==> src/rtl/fsqrt_wb_ctrl.sv <==
// Issue/writeback controller around the fixed-latency fsqrt pipeline.
// Tracks tags alongside fsqrt, buffers results in a FIFO, and issues only when a FIFO slot is guaranteed.
module fsqrt_wb_ctrl #(
    parameter int LATENCY = 3,
    parameter int DEPTH   = 4,
    parameter int TAG_W   = 6
) (
    input  logic             clk,
    input  logic             rstn,
    input  logic             req_valid,
    output logic             req_ready,
    input  logic [TAG_W-1:0] req_tag,
    input  logic [31:0]      req_a,
    output logic [31:0]      sq_a,
    output logic             sq_en,
    input  logic [31:0]      sq_res,
    input  logic             sq_ready,
    output logic             wb_valid,
    input  logic             wb_ready,
    output logic [TAG_W-1:0] wb_tag,
    output logic [31:0]      wb_data,
    output logic             busy,
    output logic             err
);

    localparam int PTR_W = (DEPTH > 1) ? $clog2(DEPTH) : 1;
    localparam int CNT_W = $clog2(DEPTH + 1);
    localparam int INF_W = $clog2(LATENCY + 1);
    localparam int WU_W  = $clog2(LATENCY + 1);
    localparam int SUM_W = ((CNT_W > INF_W) ? CNT_W : INF_W) + 1;

    logic [WU_W-1:0]   wu_cnt;
    logic              wu_done;

    logic [LATENCY-1:0] pipe_vld;
    logic [TAG_W-1:0]   pipe_tag [LATENCY];

    logic [TAG_W-1:0]  fifo_tag  [DEPTH];
    logic [31:0]       fifo_data [DEPTH];
    logic [PTR_W-1:0]  wr_ptr;
    logic [PTR_W-1:0]  rd_ptr;
    logic [CNT_W-1:0]  count;

    logic [INF_W-1:0]  inflight;
    logic [SUM_W-1:0]  occupancy;
    logic              push;
    logic              pop;

    always_comb begin
        inflight = '0;
        for (int i = 0; i < LATENCY; i++) begin
            inflight = inflight + INF_W'(pipe_vld[i]);
        end
    end

    // A result leaving the pipe this cycle still holds its credit: no bypass.
    assign wu_done   = (wu_cnt == '0);
    assign occupancy = SUM_W'(count) + SUM_W'(inflight);
    assign req_ready = wu_done && (occupancy < SUM_W'(DEPTH));

    assign sq_a  = req_a;
    assign sq_en = req_valid & req_ready;

    assign push     = pipe_vld[LATENCY-1];
    assign wb_valid = (count != '0);
    assign pop      = wb_valid & wb_ready;
    assign wb_tag   = fifo_tag[rd_ptr];
    assign wb_data  = fifo_data[rd_ptr];
    assign busy     = (inflight != '0) || (count != '0);

    // fsqrt's ready chain has no reset; holding sq_en low for LATENCY cycles flushes it.
    always_ff @(posedge clk or negedge rstn) begin
        if (!rstn) begin
            wu_cnt <= WU_W'(LATENCY);
        end else if (!wu_done) begin
            wu_cnt <= wu_cnt - WU_W'(1);
        end
    end

    always_ff @(posedge clk or negedge rstn) begin
        if (!rstn) begin
            pipe_vld <= '0;
            for (int i = 0; i < LATENCY; i++) begin
                pipe_tag[i] <= '0;
            end
        end else begin
            pipe_vld[0] <= sq_en;
            pipe_tag[0] <= req_tag;
            for (int i = 1; i < LATENCY; i++) begin
                pipe_vld[i] <= pipe_vld[i-1];
                pipe_tag[i] <= pipe_tag[i-1];
            end
        end
    end

    always_ff @(posedge clk or negedge rstn) begin
        if (!rstn) begin
            wr_ptr <= '0;
            rd_ptr <= '0;
            count  <= '0;
            for (int i = 0; i < DEPTH; i++) begin
                fifo_tag[i]  <= '0;
                fifo_data[i] <= '0;
            end
        end else begin
            if (push) begin
                fifo_tag[wr_ptr]  <= pipe_tag[LATENCY-1];
                fifo_data[wr_ptr] <= sq_res;
                wr_ptr            <= wr_ptr + PTR_W'(1);
            end
            if (pop) begin
                rd_ptr <= rd_ptr + PTR_W'(1);
            end
            unique case ({push, pop})
                2'b10:   count <= count + CNT_W'(1);
                2'b01:   count <= count - CNT_W'(1);
                default: count <= count;
            endcase
        end
    end

    // The internal valid stays authoritative; a disagreement is only flagged.
    always_ff @(posedge clk or negedge rstn) begin
        if (!rstn) begin
            err <= 1'b0;
        end else if (wu_done && (sq_ready != pipe_vld[LATENCY-1])) begin
            err <= 1'b1;
        end
    end

    a_no_overflow: assert property (@(posedge clk) disable iff (!rstn)
        !(push && (count == CNT_W'(DEPTH))));

endmodule
==> config.mk <==
export PLATFORM = sky130hd
export DESIGN_NAME = fsqrt_wb_ctrl
export DESIGN_NICKNAME = d
export VERILOG_FILES = /design/src/rtl/fsqrt_wb_ctrl.sv
export SDC_FILE = /design/constraint.sdc
export NUM_CORES = 1
export LEC_CHECK = 0
export BUFFER_PORTS_ARGS = -buffer_cell sky130_fd_sc_hd__buf_2
export CORE_UTILIZATION = 50
export DETAILED_ROUTE_END_ITERATION = 6
export GPL_TIMING_DRIVEN = 0
export PLACE_DENSITY = 0.76
export SYNTH_ARGS = -nofsm -noshare
export SYNTH_HDL_FRONTEND = slang
export SYNTH_SLANG_ARGS = --single-unit
==> constraint.sdc <==
create_clock -name clk -period 1.7 [get_ports clk]
set_input_delay 0.255 -clock clk [delete_from_list [all_inputs] [get_ports clk]]
set_output_delay 0.255 -clock clk [all_outputs]
set_load 0.03 [all_outputs]
# [Yosys cells after proc, flatten, opt, wreduce, memory -nomap -nowiden]
# Cells that the tools add are included.
[op_classes] addsub=8 magnitude_cmp=4 n_eq_ne=3 n_mux=13 n_bitwise=4 reduce_logical=8
[ops] cell="$bwmux 128" n=1
[ops] cell="$mux 32" n=3
[ops] cell="$bmux 32 s2" n=1
[ops] cell="$demux 32 s2" n=1
[ops] cell="$bwmux 24" n=1
[ops] cell="$mux 6" n=3
[ops] cell="$bmux 6 s2" n=1
[ops] cell="$demux 6 s2" n=1
[ops] cell="$ge 3x3->1 const B" n=2
[ops] cell="$not 2->3" n=2
[ops] cell="$pmux 3 s2" n=1
[ops] cell="$add 2x1->2 const B" n=2
[ops] cell="$add 3x2->4" n=1
[ops] cell="$lt 4x3->1 const B" n=1
[ops] cell="$reduce_bool 2->1" n=2
[ops] cell="$add 3x1->3 const B" n=1
[ops] cell="$logic_and 1x1->1" n=3
[ops] cell="$lt 3x1->1 const B" n=1
[ops] cell="$reduce_bool 3->1" n=1
[ops] cell="$sub 3x1->3 const B" n=1
[ops] cell="$add 1x1->2" n=1
[ops] cell="$add 2x1->2" n=1
[ops] cell="$and 1x1->1" n=2
[ops] cell="$eq 2x1->1 const B" n=1
[ops] cell="5 further kinds" n=5
[word_totals] regBits=183 inputBits=75 out_inout_bits=75 word_cells=57

# [Longest topological paths before layout]
# Gate-level depths: netlist of the first run.
[logic_depth] depth_word=6 depth_mapped=8 mapped_depth_nobuf=8

# [Least setup slack after synthesis of the first run]
# OpenSTA, ideal clock, no wires.
[synth_timing] path_kind="reg-to-output" start="reg pipe_vld[0]" end="out sq_en" arrival_time_ns=1.848 t_required_ns=1.445 path_slack_ns=-0.403 stages_incl_launch_ff=6 path_buffers=0 path_cell_list="dfrtp_1 fa_1 ha_1 nand3_1 and3_1 and2_1"
[synth_via] elab_chain_len=6
[synth_lines] element="start, declared" line="35" source="logic [LATENCY-1:0] pipe_vld;"
[synth_lines] element="start signal, assigned" line="87" source="pipe_vld[0] <= sq_en;"
[synth_lines] element="start signal, assigned by index" line="90" source="pipe_vld[i] <= pipe_vld[i-1];"
[synth_lines] element="$add 1x1->2" line="52" source="inflight = inflight + INF_W'(pipe_vld[i]);"
[synth_lines] element="$add 2x1->2" line="52"
[synth_lines] element="$add 3x2->4" line="58" source="assign occupancy = SUM_W'(count) + SUM_W'(inflight);"
[synth_lines] element="$lt 4x3->1" line="59" source="assign req_ready = wu_done && (occupancy < SUM_W'(DEPTH));"
[synth_lines] element="$logic_and 1x1->1" line="59"
[synth_lines] element="net req_ready" line="11" source="output logic req_ready,"
[synth_lines] element="$and 1x1->1" line="62" source="assign sq_en = req_valid & req_ready;"
[synth_lines] element="end, declared" line="15" source="output logic sq_en,"
# The timed path passes the listed nets, and every way through them passes these cells.

# [Worst setup path in the final report of the first run]
[layout_timing] start="reg pipe_vld[2]" end="out sq_en"
[layout_via] elab_chain_len=5
[layout_lines] element="$add 2x1->2" line="52"
[layout_lines] element="$add 3x2->4" line="58"
[layout_lines] element="$lt 4x3->1" line="59"
[layout_lines] element="$logic_and 1x1->1" line="59"
[layout_lines] element="$and 1x1->1" line="62"
# Every way passes these cells.

==> impl_metrics.json, run 1 <==
{
  "htree_num_levels": 4,
  "firstDrtPassIters": 4,
  "ant_nets": 0,
  "swShare": 0.342,
  "areaGrowthSynthToFinish_pct": 25.1,
  "synth-compound-area-share": 0.00211,
  "crit_arrival_ns": 2.01,
  "dpl.hpwl_um": 10700,
  "wirelength_um": 16200,
  "synth_cell_types": 25,
  "rsz0062_at_grt": "true",
  "post_drt_wl_per_cell_um": 18.9,
  "cellPowerDensity_mw_per_mm2": 2270,
  "tritoncts": "built",
  "power.leakage_nw": 4.92,
  "drtIter0Drc": 158,
  "clock_power_share": 0.170,
  "syn_inst": 475,
  "synth-warning-count": 0,
  "finalSetupViolCount": 43,
  "drv_cap": 0,
  "grt_pass1_vias": 4926,
  "io_buffers": 117,
  "comb_power_share": 0.512,
  "r2r_slack_ns": -0.14,
  "synth_top_family_by_area": "multiplexers",
  "tns_ns": -15.43,
  "fmax_mhz": 441,
  "async_flop_share": 1.00,
  "place.gp.congestion": 0.743,
  "syn-mean-instance-area_um2": 17.4,
  "cts_root_buf": "clkbuf_16",
  "crit_type": "reg -> out",
  "track_usage": 0.207,
  "grt_max_degree": 94,
  "core_mm2": 0.0161,
  "yosys.area_share.simple": 0.0128,
  "power.internal_mw": 15.5,
  "syn_nets": 559,
  "grt_pass1_wl_um": 25800,
  "cts_buffers": 17,
  "yosys-mux-area-fraction": 0.347,
  "insertion_delay_ns": 0.42,
  "die_area_mm2": 0.0171,
  "start_kind": "flip-flop",
  "viasPerCell": 5.20,
  "start_util": 0.516,
  "synthAdderAreaFrac": 0.0154,
  "skew_ns": 0.00642,
  "sequentialPowerShare": 0.318,
  "violations": "setup timing",
  "final_cell_mix": "dfrtp_1 (180), mux2_4 (80), buf_2 (80)",
  "status": "finished with violations",
  "slew_headroom": 0.550,
  "setup_slack_ns": -0.567,
  "cts_sinks": 183,
  "nets": 713,
  "die_w_um": 131,
  "grt-ovfl-total": 0,
  "drive_gt1_frac": 0.662,
  "slew_viol_final": 0,
  "io_pins": 150,
  "synth_ff_type": "dfrtp_1",
  "worst_pin_slew_ns": 0.674,
  "synth-seq-cells": 183,
  "finalHoldViolations": 0,
  "grt_antenna_before_repair": 1,
  "drc": 0,
  "synth_edf_count": 0,
  "clkTransAtPathRegs_ns": 0.06,
  "synth-xor-area-share": 0.00846,
  "clockBufferDepth": 2,
  "irDropWorstVdd_v": 0.000939,
  "yosysSeqAreaShare": 0.553,
  "whs_ns": 0.0764,
  "vias": 4471,
  "rows": 46,
  "end_kind": "primary output",
  "mostFrequentLayoutCell": "dfrtp_1",
  "period_share": 1.33,
  "syn_area_mm2": 0.00829,
  "min_path_type": "in -> reg",
  "die_h_um": 131,
  "cp.required_ns": 1.44,
  "switchingPower_mw": 8.05,
  "min_period_ns": 2.27,
  "cp_max_fo": 2
}
## state kept, by name (all words and copies together), names as in the netlist
signal,cells
pipe_tag,18
fifo_data,128
count,3
fifo_tag,24
err,1
wr_ptr,2
pipe_vld,3
rd_ptr,2
wu_cnt,2
## metrics by stage
| stage | instances | power [mW] | setup slack, ns | util | instance area, um2 |
|---|---|---|---|---|---|
| 3_3_place_gp | 808 | 17.1 | -2.18 | 0.571 | 9170 |
| 5_1_grt | 858 | 24.7 | -0.631 | 0.646 | 10400 |
| 2_1_floorplan | 475 | 15.1 | -0.144 | - | 8310 |
| 6_report | 859 | 23.5 | -0.567 | 0.646 | 10400 |
| 4_1_cts | 860 | 23.8 | -0.597 | 0.647 | 10400 |
| 3_5_place_dp | 809 | 17.6 | -0.220 | 0.573 | 9210 |
## critical path: stages, from the launching register on
cell and delay (ns):
dfrtp_1 0.41, fa_2 0.43, ha_4 0.27, nand3_2 0.05, and3_4 0.16, and2_4 0.13
buf_6 0.13
## timing repair
item                                    4_1_cts  5_1_grt
pin swaps                                     1        6
endpoints found under the hold margin        94        0
hold buffers                                  7        0
cloned                                        4        0
gates resized for setup                     104       12
endpoints found under the setup margin       44       73
buffers inserted                              8        3
## synth_stat cells (3+ instances only)
cell type	n	area (um2)
buf_2	7	35.0
buf_4	32	240
buf_6	17	191
dfrtp_1	181	4530
ha_1	7	87.6
inv_1	8	30.0
mux2_2	72	811
mux2_4	80	1200
mux4_2	38	856
nand2_4	4	45.0
xnor2_1	3	26.3
xor2_1	5	43.8
## power groups by stage
stage               Sequential (mW)  Clock (mW)  Combinational (mW)
finish                         7.48        4.01                12.0
global route                   7.73        4.26                12.7
CTS                            7.48        4.09                12.2
detailed placement             7.53           0                10.1
global placement               7.29           0                9.80
floorplan                      7.11           0                8.03
## layer usage
layer	wire, um	GRT usage	up-vias
li1	-	-	1988
met1	6940	0.257	2343
met2	8310	0.355	119
met3	611	0.0428	21
met4	342	0.0859	0
met5	0	0	-
## cell type report
class,instances,area [um2]
Inverter,8,32.5
Tap cell,216,270
Timing Repair Buffer,137,1110
Clock inverter,14,174
Fill cell,1141,5690
Antenna cell,1,2.50
Buffer,56,523
Multi-Input combinational cell,226,3240
Clock buffer,18,429
Sequential cell,183,4580
## worst paths after layout
| path | startpoint | to | cells after the start |
|---|---|---|---|
| setup reg to reg | count[1] | count[2] | 8 |
| setup / recovery | pipe_vld[2] | sq_en | 6 |
| min in group asynchronous | rstn | fifo_data[119] | 2 |
| hold / removal | req_valid | pipe_vld[0] | 2 |
| max in group asynchronous | rstn | wr_ptr[0] | 3 |
| hold reg to reg | pipe_tag[10] | pipe_tag[4] | 0 |
## kinds of logic (layout without fill, tap and decap cells)
group           Yosys count  in the layout
other cells               0              1
fa+ha+maj                 9              9
flops                   183            183
mux                     191            191
simple gates             15             15
compound gates            3              3
xor+xnor                  8              8
buf+inv                  66            233
Power figures use the tool's default switching activity.
==> run 2, diff against run 1 <==
--- a/config.mk
+++ b/config.mk
@@ -5,11 +5,14 @@
 export SDC_FILE = /design/constraint.sdc
 export NUM_CORES = 1
 export LEC_CHECK = 0
+export ABC_CLOCK_PERIOD_IN_PS = 1700
 export BUFFER_PORTS_ARGS = -buffer_cell sky130_fd_sc_hd__buf_2
-export CORE_UTILIZATION = 50
+export CELL_PAD_IN_SITES_DETAIL_PLACEMENT = 1
+export CELL_PAD_IN_SITES_GLOBAL_PLACEMENT = 1
+export CORE_UTILIZATION = 42
 export DETAILED_ROUTE_END_ITERATION = 6
 export GPL_TIMING_DRIVEN = 0
-export PLACE_DENSITY = 0.76
+export PLACE_DENSITY_LB_ADDON = 0.1
 export SYNTH_ARGS = -nofsm -noshare
 export SYNTH_HDL_FRONTEND = slang
 export SYNTH_SLANG_ARGS = --single-unit
==> run 2 against run 1 <==
Compared with the run above: the flow still finishes with violations (setup timing); via count rose by 1.1%; non-clock buffer count did not move; clock power rose by 2%; combinational power barely moved; cell area rose by 0.48%; global-route usage fell by 2.1 points; critical path type unchanged; largest power group unchanged.
==> impl_metrics.json, run 2 (synthesis gave the netlist of run 1 again) <==
{
  "status": "finished with violations",
  "violations": "setup timing",
  "firstDrtPassIters": 3,
  "cts_buffers": 17,
  "crit_arrival_ns": 2.04,
  "dpl.hpwl_um": 11000,
  "mostFrequentLayoutCell": "dfrtp_1",
  "final_util": 0.537,
  "drtIter0Drc": 162,
  "die_area_mm2": 0.0203,
  "rows": 51,
  "grt_pass1_wl_um": 28200,
  "tritoncts": "built",
  "fmax_mhz": 436,
  "skew_ns": 0.0106,
  "track_usage": 0.187,
  "cellPowerDensity_mw_per_mm2": 2260,
  "die_h_um": 142,
  "core_mm2": 0.0194,
  "swShare": 0.345,
  "power.internal_mw": 15.4,
  "wirelength_um": 17500,
  "end_kind": "primary output",
  "comb_power_share": 0.510,
  "cp.required_ns": 1.44,
  "tns_ns": -14.61,
  "htree_num_levels": 4,
  "min_period_ns": 2.29,
  "period_share": 1.35,
  "largest_reg_flops": 128,
  "nets": 713,
  "final_cell_mix": "dfrtp_1 (181), mux2_4 (80), buf_2 (79)",
  "drc": 0,
  "clockBufferDepth": 2,
  "slew_headroom": 0.558,
  "switchingPower_mw": 8.11,
  "crit_type": "reg -> out",
  "io_buffers": 117,
  "worst_pin_slew_ns": 0.662,
  "power.leakage_nw": 4.93,
  "start_kind": "flip-flop",
  "rsz0062_at_grt": "true",
  "grt_pass1_vias": 5102,
  "grt_max_degree": 100,
  "r2r_slack_ns": -0.23,
  "cp_max_fo": 2,
  "grt_antenna_before_repair": 0,
  "setup_slack_ns": -0.592,
  "clkTransAtPathRegs_ns": 0.07,
  "regMostFlops": "fifo_data",
  "antenna_cells": 0,
  "largest_registers": "fifo_data: 128 flops, fifo_tag: 24 flops, pipe_tag: 18 flops",
  "io_pins": 150,
  "place.gp.congestion": 0.699,
  "grt-ovfl-total": 0,
  "drive_gt1_frac": 0.660,
  "slew_viol_final": 0,
  "insertion_delay_ns": 0.43,
  "viasPerCell": 4.98,
  "ant_nets": 0,
  "cts_root_buf": "clkbuf_16",
  "finalSetupViolCount": 43,
  "areaGrowthSynthToFinish_pct": 25.7,
  "post_drt_wl_per_cell_um": 19.3,
  "cts_sinks": 183,
  "vias": 4519,
  "irDropWorstVdd_v": 0.000968,
  "sequentialPowerShare": 0.317,
  "drv_cap": 0,
  "start_util": 0.427,
  "die_w_um": 142,
  "clock_power_share": 0.173,
  "min_path_type": "in -> reg",
  "finalHoldViolations": 0
}
[run 2: cell count changes in the layout (fill, tap and decap cells not counted), sizes merged]
| cell | delta |
|---|---|
| clkinvlp | -1 |
| clkbuf | +1 |
| diode | -1 |
[run 2: per-layer routing]
layer  wire length, um  global-route usage  vias up  part of all wire
li1                  -                   -     1991                 -
met1              7600               0.238     2422              0.43
met2              9170               0.320       91              0.52
met3               557              0.0414       15             0.032
met4               187              0.0509        0             0.011
met5                 0                   0        -                 0
[run 2: stage by stage]
step | cells | hold WS [ns] | instance area [um2] | worst slack, ns | power [mW]
2_1_floorplan | 475 | -0.0406 | 8310 | -0.144 | 15.1
3_3_place_gp | 857 | 0.333 | 9230 | -2.46 | 17.3
3_5_place_dp | 858 | 0.297 | 9270 | -0.214 | 17.7
4_1_cts | 909 | 0.0588 | 10500 | -0.638 | 24.1
5_1_grt | 907 | 0.0578 | 10400 | -0.653 | 24.8
6_report | 907 | 0.0784 | 10400 | -0.592 | 23.5
[run 2: power groups by stage]
| stage | logic [mW] | clock network [mW] | registers (mW) |
|---|---|---|---|
| after floorplan | 8.03 | 0 | 7.11 |
| after global placement | 9.92 | 0 | 7.33 |
| after detailed placement | 10.1 | 0 | 7.50 |
| after CTS | 12.4 | 4.20 | 7.46 |
| after global routing | 12.7 | 4.36 | 7.72 |
| final | 12.0 | 4.08 | 7.46 |
[run 2: final cells by class]
cell class,instances,area [um2]
fill,1881,8980
sequential,183,4580
multi-input combinational,226,3250
timing repair buffer,135,1070
buffer,58,551
clock buffer,19,433
tap,265,332
clock inverter,13,170
inverter,8,30.0
[run 2: repair_timing]
action | 4_1_cts | 5_1_grt
setup buffers | 8 | 2
hold buffers | 7 | 0
pin swaps | 4 | 10
cloned | 4 | 0
endpoints found under the hold margin | 88 | 0
resized for setup | 104 | 10
setup endpoints to repair | 44 | 79
[run 2: worst max-delay path: stages, from the launching register on]
cell and delay, ns:
dfrtp_1 0.41, fa_2 0.43, ha_4 0.28, nand3_2 0.06, and3_4 0.17, and2_4 0.13, buf_6 0.13
[run 2: path summary, 6_finish.rpt]
path                                    from              to  cells past startpoint
worst max-delay path             pipe_vld[0]           sq_en                      6
worst min-delay path               req_valid     pipe_vld[0]                      2
worst max register to register      count[1]        count[2]                      8
worst min register to register  pipe_tag[12]     pipe_tag[6]                      0
max in group asynchronous               rstn   fifo_data[10]                      3
min in group asynchronous               rstn  fifo_data[122]                      2
